File: src/rtl/rv32i_types.sv
// rtl/rv32i_types.sv - shared types, opcodes and funct3 widths for the load/store unit
package rv32i_types;

  localparam logic [6:0] OP_LOAD  = 7'b0000011;
  localparam logic [6:0] OP_STORE = 7'b0100011;

  // funct3 encodings selecting access width and load extension
  localparam logic [2:0] LS_B  = 3'b000;
  localparam logic [2:0] LS_H  = 3'b001;
  localparam logic [2:0] LS_W  = 3'b010;
  localparam logic [2:0] LS_BU = 3'b100;
  localparam logic [2:0] LS_HU = 3'b101;

  typedef enum logic [1:0] {
    LSU_IDLE = 2'd0,
    LSU_REQ  = 2'd1,
    LSU_HOLD = 2'd2
  } lsu_state_t;

  // Operand and bookkeeping fields handed over by the scoreboard
  typedef struct packed {
    logic [6:0]  opcode;
    logic [2:0]  funct3;
    logic [31:0] vj;
    logic [31:0] vk;
    logic [31:0] imm;
    logic [4:0]  fi;
    logic [4:0]  fj;
    logic [4:0]  fk;
    logic [31:0] pc;
    logic [31:0] inst;
    logic [63:0] order;
  } fu_status_t;

  // Queue entry: the issued op plus its effective address, fixed at enqueue
  typedef struct packed {
    fu_status_t  status;
    logic [31:0] addr;
  } lsq_entry_t;

  // Finished-op record, carrying the retirement-trace memory fields
  typedef struct packed {
    logic [63:0] order;
    logic [31:0] inst;
    logic [4:0]  rs1_addr;
    logic [4:0]  rs2_addr;
    logic [4:0]  rd;
    logic [31:0] data;
    logic [31:0] pc_rdata;
    logic [31:0] pc_wdata;
    logic [31:0] mem_addr;
    logic [3:0]  mem_rmask;
    logic [3:0]  mem_wmask;
    logic [31:0] mem_rdata;
    logic [31:0] mem_wdata;
    logic        misaligned;
  } fu_complete_t;

  // Half-words need an even address, words a 4-byte aligned one
  function automatic logic is_misaligned(input logic [2:0] funct3, input logic [1:0] addr_lo);
    logic mis;
    mis = 1'b0;
    case (funct3)
      LS_H, LS_HU: mis = addr_lo[0];
      LS_W:        mis = (addr_lo != 2'b00);
      default:     mis = 1'b0;
    endcase
    return mis;
  endfunction

endpackage

File: src/rtl/lsu_data_align.sv
// rtl/lsu_data_align.sv - byte-lane masks, store data shift and load extraction/extension
module lsu_data_align
  import rv32i_types::*;
(
  input  logic [2:0]  funct3,
  input  logic [1:0]  addr_lo,
  input  logic [31:0] store_data,
  input  logic [31:0] rdata,
  output logic [3:0]  lane_mask,
  output logic [31:0] lane_wdata,
  output logic [31:0] load_data
);

  logic [4:0]  shamt;
  logic [31:0] rshift;

  assign shamt      = {addr_lo, 3'b000};
  assign rshift     = rdata >> shamt;
  assign lane_wdata = store_data << shamt;

  // Lane mask by access width; shifted masks simply lose lanes past byte 3
  always_comb begin
    lane_mask = 4'b0000;
    case (funct3)
      LS_B, LS_BU: lane_mask = 4'b0001 << addr_lo;
      LS_H, LS_HU: lane_mask = 4'b0011 << addr_lo;
      LS_W:        lane_mask = 4'b1111;
      default:     lane_mask = 4'b0000;
    endcase
  end

  // Move the addressed bytes to bit 0, then sign- or zero-extend
  always_comb begin
    load_data = rshift;
    case (funct3)
      LS_B:    load_data = {{24{rshift[7]}}, rshift[7:0]};
      LS_H:    load_data = {{16{rshift[15]}}, rshift[15:0]};
      LS_BU:   load_data = {24'h000000, rshift[7:0]};
      LS_HU:   load_data = {16'h0000, rshift[15:0]};
      default: load_data = rshift;
    endcase
  end

endmodule

File: src/rtl/lsu_queued.sv
// rtl/lsu_queued.sv - queued in-order load/store unit; LSU_MISALIGN_TRAP_EN makes misaligned ops bypass memory
module lsu_queued
  import rv32i_types::*;
#(
  parameter int DEPTH = 4  // power of two, at least 2
) (
  input  logic         clk,
  input  logic         rst,
  input  logic         flush,
  input  logic         issue_valid,
  output logic         issue_ready,
  input  fu_status_t   issue_data,
  output logic         complete_valid,
  input  logic         complete_ready,
  output fu_complete_t complete_data,
  output logic [31:0]  dmem_addr,
  output logic [3:0]   dmem_rmask,
  output logic [3:0]   dmem_wmask,
  output logic [31:0]  dmem_wdata,
  input  logic [31:0]  dmem_rdata,
  input  logic         dmem_resp
);

  localparam int PTR_W = $clog2(DEPTH);
  localparam int CNT_W = PTR_W + 1;
  localparam logic [CNT_W-1:0] FULL = CNT_W'(DEPTH);

  lsq_entry_t       queue [DEPTH];
  logic [PTR_W-1:0] wr_ptr;
  logic [PTR_W-1:0] rd_ptr;
  logic [CNT_W-1:0] count;

  lsu_state_t   state;
  lsu_state_t   state_next;
  lsq_entry_t   cur;
  lsq_entry_t   in_entry;
  lsq_entry_t   head;
  fu_complete_t resp_rec;

  logic        kill;
  logic        issue_fire;
  logic        start;
  logic        enq;
  logic        deq;
  logic        head_trap;
  logic        cur_store;
  logic [3:0]  lane_mask;
  logic [31:0] lane_wdata;
  logic [31:0] load_data;
  logic        unused_bits;

  assign kill        = rst | flush;
  assign issue_ready = (count != FULL);
  assign issue_fire  = issue_valid & issue_ready & ~kill;

  assign in_entry.status = issue_data;
  assign in_entry.addr   = issue_data.vj + issue_data.imm;

  // With an empty queue the incoming op is the head, so it can start the same cycle
  assign head  = (count != '0) ? queue[rd_ptr] : in_entry;
  assign start = (state == LSU_IDLE) & ~complete_valid & ~kill & ((count != '0) | issue_fire);
  assign deq   = start & (count != '0);
  assign enq   = issue_fire & ~(start & (count == '0));

`ifdef LSU_MISALIGN_TRAP_EN
  assign head_trap = is_misaligned(head.status.funct3, head.addr[1:0]);
`else
  assign head_trap = 1'b0;
`endif

  assign cur_store   = (cur.status.opcode == OP_STORE);
  assign unused_bits = ^{cur.status.vj, cur.status.imm};

  lsu_data_align u_align (
    .funct3     (cur.status.funct3),
    .addr_lo    (cur.addr[1:0]),
    .store_data (cur.status.vk),
    .rdata      (dmem_rdata),
    .lane_mask  (lane_mask),
    .lane_wdata (lane_wdata),
    .load_data  (load_data)
  );

  // Circular op queue; flush and reset drop every entry
  always_ff @(posedge clk) begin
    if (kill) begin
      wr_ptr <= '0;
      rd_ptr <= '0;
      count  <= '0;
    end else begin
      if (enq) begin
        queue[wr_ptr] <= in_entry;
        wr_ptr        <= wr_ptr + PTR_W'(1);
      end
      if (deq) begin
        rd_ptr <= rd_ptr + PTR_W'(1);
      end
      count <= count + {{PTR_W{1'b0}}, enq} - {{PTR_W{1'b0}}, deq};
    end
  end

  // Capture the head op as the in-flight op when it leaves IDLE
  always_ff @(posedge clk) begin
    if (rst) begin
      cur <= '0;
    end else if (start) begin
      cur <= head;
    end
  end

  // FSM state register
  always_ff @(posedge clk) begin
    if (kill) begin
      state <= LSU_IDLE;
    end else begin
      state <= state_next;
    end
  end

  // FSM next state: one memory request at a time, result held until taken
  always_comb begin
    state_next = state;
    case (state)
      LSU_IDLE: begin
        if (start) begin
          state_next = head_trap ? LSU_HOLD : LSU_REQ;
        end
      end
      LSU_REQ: begin
        if (dmem_resp) begin
          state_next = LSU_HOLD;
        end
      end
      LSU_HOLD: begin
        if (complete_valid && complete_ready) begin
          state_next = LSU_IDLE;
        end
      end
      default: state_next = LSU_IDLE;
    endcase
  end

  // Memory port is only driven while a request is in flight
  always_comb begin
    dmem_addr  = '0;
    dmem_rmask = '0;
    dmem_wmask = '0;
    dmem_wdata = '0;
    if (state == LSU_REQ) begin
      dmem_addr = {cur.addr[31:2], 2'b00};
      if (cur_store) begin
        dmem_wmask = lane_mask;
        dmem_wdata = lane_wdata;
      end else begin
        dmem_rmask = lane_mask;
      end
    end
  end

  // Completion record for the in-flight op, formed from the current response
  always_comb begin
    resp_rec          = '0;
    resp_rec.order    = cur.status.order;
    resp_rec.inst     = cur.status.inst;
    resp_rec.rs1_addr = cur.status.fj;
    resp_rec.rs2_addr = cur.status.fk;
    resp_rec.pc_rdata = cur.status.pc;
    resp_rec.pc_wdata = cur.status.pc + 32'd4;
    resp_rec.mem_addr = cur.addr;
    if (cur_store) begin
      resp_rec.mem_wmask = lane_mask;
      resp_rec.mem_wdata = lane_wdata;
    end else begin
      resp_rec.rd        = cur.status.fi;
      resp_rec.data      = load_data;
      resp_rec.mem_rmask = lane_mask;
      resp_rec.mem_rdata = dmem_rdata;
    end
  end

`ifdef LSU_MISALIGN_TRAP_EN
  fu_complete_t trap_rec;

  // Misaligned ops report without touching memory: no rd, no data, no masks
  always_comb begin
    trap_rec            = '0;
    trap_rec.order      = head.status.order;
    trap_rec.inst       = head.status.inst;
    trap_rec.rs1_addr   = head.status.fj;
    trap_rec.rs2_addr   = head.status.fk;
    trap_rec.pc_rdata   = head.status.pc;
    trap_rec.pc_wdata   = head.status.pc + 32'd4;
    trap_rec.mem_addr   = head.addr;
    trap_rec.misaligned = 1'b1;
  end
`endif

  // Result register: loaded on response (or trap), released on writeback handshake
  always_ff @(posedge clk) begin
    if (kill) begin
      complete_valid <= 1'b0;
      complete_data  <= '0;
    end else if ((state == LSU_REQ) && dmem_resp) begin
      complete_valid <= 1'b1;
      complete_data  <= resp_rec;
`ifdef LSU_MISALIGN_TRAP_EN
    end else if (start && head_trap) begin
      complete_valid <= 1'b1;
      complete_data  <= trap_rec;
`endif
    end else if ((state == LSU_HOLD) && complete_valid && complete_ready) begin
      complete_valid <= 1'b0;
    end
  end

endmodule

File: config.mk
export PLATFORM = sky130hd
export DESIGN_NAME = lsu_queued
export DESIGN_NICKNAME = d
export VERILOG_FILES = /design/src/rtl/rv32i_types.sv /design/src/rtl/lsu_data_align.sv /design/src/rtl/lsu_queued.sv
export SDC_FILE = /design/constraint.sdc
export NUM_CORES = 2
export LEC_CHECK = 0
export ABC_AREA = 0
export BUFFER_PORTS_ARGS = -buffer_cell sky130_fd_sc_hd__buf_2
export CAP_MARGIN = 25
export CORE_MARGIN = 2
export CORE_UTILIZATION = 58
export CTS_CLUSTER_SIZE = 30
export DETAILED_ROUTE_END_ITERATION = 6
export GPL_TIMING_DRIVEN = 0
export PLACE_DENSITY = 0.79
export REMOVE_ABC_BUFFERS = 1
export SLEW_MARGIN = 30
export SYNTH_ARGS = -nofsm -noshare
export SYNTH_HDL_FRONTEND = slang
export SYNTH_SLANG_ARGS = --single-unit
File: constraint.sdc
create_clock -name clk -period 11.9 [get_ports clk]
set_clock_uncertainty 0.2 [all_clocks]
set_input_delay 2.38 -clock clk [delete_from_list [all_inputs] [get_ports clk]]
set_output_delay 2.38 -clock clk [all_outputs]
set_load 0.02 [all_outputs]
==> flow_results.org <==
** Final layout
- Leading cell types in the layout, fill and taps excluded :: sky130_fd_sc_hd__edfxtp_1, sky130_fd_sc_hd__nand2_1, sky130_fd_sc_hd__buf_2, sky130_fd_sc_hd__dfxtp_1, sky130_fd_sc_hd__nor2_1
- In the final layout, the share of cells above drive strength 1 is 25.0%.
- Number of standard cells in the layout, taps in and fillers out :: around 6,300
- The library cell used most frequently in the layout, excluding fill and tap cells, is sky130_fd_sc_hd__edfxtp_1.
- In the final layout, flip-flops and latches occupy 0.0369 mm2.
- Post-route design area :: around 0.066 mm2
- # fillers :: between 6,000 and 7,000
- In the final layout, the multi-input gates occupy about 0.017 mm2.
- In the final design database the tool counted ~5,200 nets.
- Utilization after layout :: a little over two thirds
- From synthesis to final layout, the design area changed by 19.4%.

** Timing
- The worst pin sits at a relative slew slack of 32.1%.
- Post-route clock period utilization :: a little over half
- Number of setup violations in the final report :: 0
- Final sum of negative setup slack :: 0 ns
- Final hold violation count :: 0
- The total count of max-transition violations in the final report is 0.
- Setup slack of the critical path after layout :: 5.70 ns
- Derived from the worst setup path, the maximum achievable clock frequency is between 150 and 200 MHz.
- Min Tclk post-route :: a little over 6 ns
- Setup repair after global routing left no endpoint under its margin.
- At the pin with the least slew margin, the transition time is 1.01 ns.

** Flow run
- The tool flagged a number of max-cap violations equal to 0.

** Clocking
- CTS saw ~1,400 sinks.
- Clock latency on the worst-skew pair :: roughly 0.76 ns
- The tree is rooted in a sky130_fd_sc_hd__clkbuf_16.
- Hold repair after CTS inserted 0 buffers.
- Maximum level of the CTS H-tree :: 4
- Number of buffers added for setup after CTS :: 0
- Buffer depth of the longest clock path :: 3
- Clock slew at reported path FFs :: ~0.06 ns
- CTS Buf Count :: approximately 140
- Resized cells post-CTS :: 0
- TritonCTS built the clock tree.

** Routing
- The pre-antenna-repair detailed-routing pass consisted of 7 iterations.
- Number of DRC markers after the initial detailed-route iteration :: 3,818
- Routed len/inst :: about 25 um
- After detailed routing, the total wire length is 155 mm.
- Using the TritonRoute via totals, the vias-per-cell ratio works out to 6.11.
- Once detail routing completed, the nets flagged for antenna violations numbered 0.
- The routed layout has 38,467 vias.
- In the routed design, unresolved DRC markers number 1.

** Pwr
- Worst ir drop on vdd :: approximately 0.00013 V
- Leakage component of the power :: around 0.023 uW
- Total power per unit cell area :: 157 mW/mm2

** Floorplan
- Initial core utilization :: about three fifths
- Die Area :: 0.0980 mm2
- The floorplan has 113 rows.
- Measured along the x axis, the die boundary spans approximately 310 um.
- The floorplan step defined a core boundary enclosing approximately 0.095 mm2.
- Number of top-level design ports :: around 670
- The floorplan step set the die height to about 310 um.

** GRT
- Total Routing Usage GR :: between 30% and 40%
- The initial antenna violation count is 54.
- The number of global-route vias before repair came to between 30,000 and 40,000.
- After global routing the overflow that remains totals 0.
- Maximum number of pins on one net before global-route repair :: between 70 and 80
- Global-route wire length before repair :: 230 mm

** Setup path
- Worst setup EP type :: output port
- Element type at the critical path start :: flip-flop
- At the worst endpoint, the arrival time is around 3.6 ns.
- The worst setup path is of the reg2out kind.
- Crit path cell chain :: nand4b_1 > or4_1 > nor2_1 > and3_1 > buf_2
- Critical path peak fanout :: 16
- Delay of the slowest cell on the worst path :: approximately 0.9 ns
- CP required :: between 9 and 10 ns
- The largest individual stage delay along the critical path comes from the cell sky130_fd_sc_hd__nor2_1.

** Synthesis
- Average cell area after synthesis :: 13.0 um2
- For this run, the number of Yosys warnings is 0.
- Post-Syn Instances :: 4,274
- Number of flops mapped to enable cells by yosys :: 868
- Asr flop ratio synth :: 0%
- The number of different library cells used by synthesis comes to 75.
- Most used flip-flop cell after synthesis :: sky130_fd_sc_hd__edfxtp_1
- Post-synthesis instance area :: 0.0554 mm2
- After synthesis the netlist holds a flip-flop and latch count of around 1,400.
- Summing the sequential cell areas from Yosys gives about 67% of the chip area.

** Place
- Post-Place Cells :: around 6,000
- Input and output buffers added on the ports amount to ~670.
- In this run the cell area measured after placement is about 0.061 mm2.
- DPL Wire Length :: about 100 mm
- Worst slack, placed :: 4.89 ns
- Routability Congestion :: just over 0.9

** Run status
- The run finished, with violations left.
- Violated checks :: design-rule violations

** Min path
- Worst min-delay path category :: reg2reg
[cell usage after synthesis (3+ instances only)]
cell type	count	area, um2
sky130_fd_sc_hd__edfxtp_1	868	26100
sky130_fd_sc_hd__nand2_1	853	3200
sky130_fd_sc_hd__dfxtp_1	538	10800
sky130_fd_sc_hd__nor2_1	413	1550
sky130_fd_sc_hd__a21oi_1	266	1330
sky130_fd_sc_hd__clkbuf_1	223	837
sky130_fd_sc_hd__mux4_2	217	4890
sky130_fd_sc_hd__a311oi_1	198	1730
sky130_fd_sc_hd__a22oi_1	75	563
sky130_fd_sc_hd__o21ai_0	65	325
sky130_fd_sc_hd__buf_2	57	285
sky130_fd_sc_hd__and2_1	47	294
sky130_fd_sc_hd__ha_1	38	475
sky130_fd_sc_hd__mux2i_1	36	360
sky130_fd_sc_hd__nand3_1	34	170
sky130_fd_sc_hd__xnor2_1	32	280
sky130_fd_sc_hd__buf_1	30	113
sky130_fd_sc_hd__a211oi_1	29	218
sky130_fd_sc_hd__nor3_1	27	135
sky130_fd_sc_hd__xor2_1	26	228
sky130_fd_sc_hd__nor2b_1	23	144
sky130_fd_sc_hd__inv_1	20	75.1
sky130_fd_sc_hd__and3_1	19	119
sky130_fd_sc_hd__nor4_1	12	75.1
sky130_fd_sc_hd__nand4_1	10	62.6
sky130_fd_sc_hd__mux2_2	9	101
sky130_fd_sc_hd__or3_1	8	50.1
sky130_fd_sc_hd__a211o_1	7	61.3
sky130_fd_sc_hd__a32oi_1	7	61.3
sky130_fd_sc_hd__o21a_1	6	45.0
sky130_fd_sc_hd__o21ai_1	6	30.0
sky130_fd_sc_hd__buf_4	5	37.5
sky130_fd_sc_hd__o31ai_1	5	37.5
sky130_fd_sc_hd__a31oi_1	4	25.0
sky130_fd_sc_hd__and4_1	4	35.0
sky130_fd_sc_hd__nand2b_1	4	25.0
sky130_fd_sc_hd__o2bb2ai_1	4	35.0
sky130_fd_sc_hd__o21bai_1	3	22.5
[where the power goes]
part	leakage, uW	switching (uW)	internal, uW	total, uW
clock network	0.00227	1850	2590	4440
registers	0.0122	58.2	5270	5330
logic	0.00872	418	226	645
[final timing paths]
check | from | end | slack [ns] | cells past startpoint
hold reg to reg | complete_data[96]$_SDFFE_PP0P_ | complete_data[96]$_SDFFE_PP0P_ | 0.25 | 2
setup reg to reg | count[1]$_SDFF_PP0_ | queue[1][93]$_DFFE_PP_ | 8.05 | 8
hold / removal | complete_data[96]$_SDFFE_PP0P_ | complete_data[96]$_SDFFE_PP0P_ | 0.25 | 2
setup / recovery | cur[276]$_SDFFE_PP0P_ | dmem_wdata[0] | 5.70 | 5
[state kept, by name (all words and copies together), names as in the netlist, named ones only]
register	count
cur	217
rd_ptr	2
wr_ptr	2
count	3
complete_valid	1
queue	868
complete_data	309
state	2
[logic make-up after synthesis]
kind of cell / count (synthesis) / synth area share [%]
compound gates: 705 / 8.74
fa+ha+maj: 40 / 0.931
flops: 1406 / 66.5
mux: 262 / 9.66
buf+inv: 336 / 2.45
other cells: 1 / 0.00677
simple gates: 1464 / 10.7
xor+xnor: 60 / 0.976
[cell type report]
cell class	count	share of cell area, %
inverters	20	0.114
clock inverters	60	0.890
well taps	1265	2.39
multi-input cells	2534	26.2
clock buffers	199	6.11
flip-flops and latches	1406	55.7
repair buffers	766	8.43
diodes	42	0.159
[worst max-delay path: cells and delay by family, from the launching register on]
family | cells | cell delay (ns)
buf+inv | 1 | 0.20
flops | 1 | 0.32
simple gates | 4 | 2.31
[through the flow]
step / hold WS [ns] / total power, uW
floorplan: 0.232 / 5790
global placement: 0.237 / 6070
detailed placement: 0.243 / 6060
CTS: 0.249 / 10400
global route: 0.263 / 10700
finish: 0.249 / 10400
[per-layer routing]
layer	GRT usage [%]	share of wire [%]	routed length, um
met1	38.4	37	56700
met2	51.1	50	76900
met4	15.3	4.9	7540
met3	7.42	8.7	13600
met5	0	0.097	151
No activity file was read; power rests on OpenSTA's default activity.
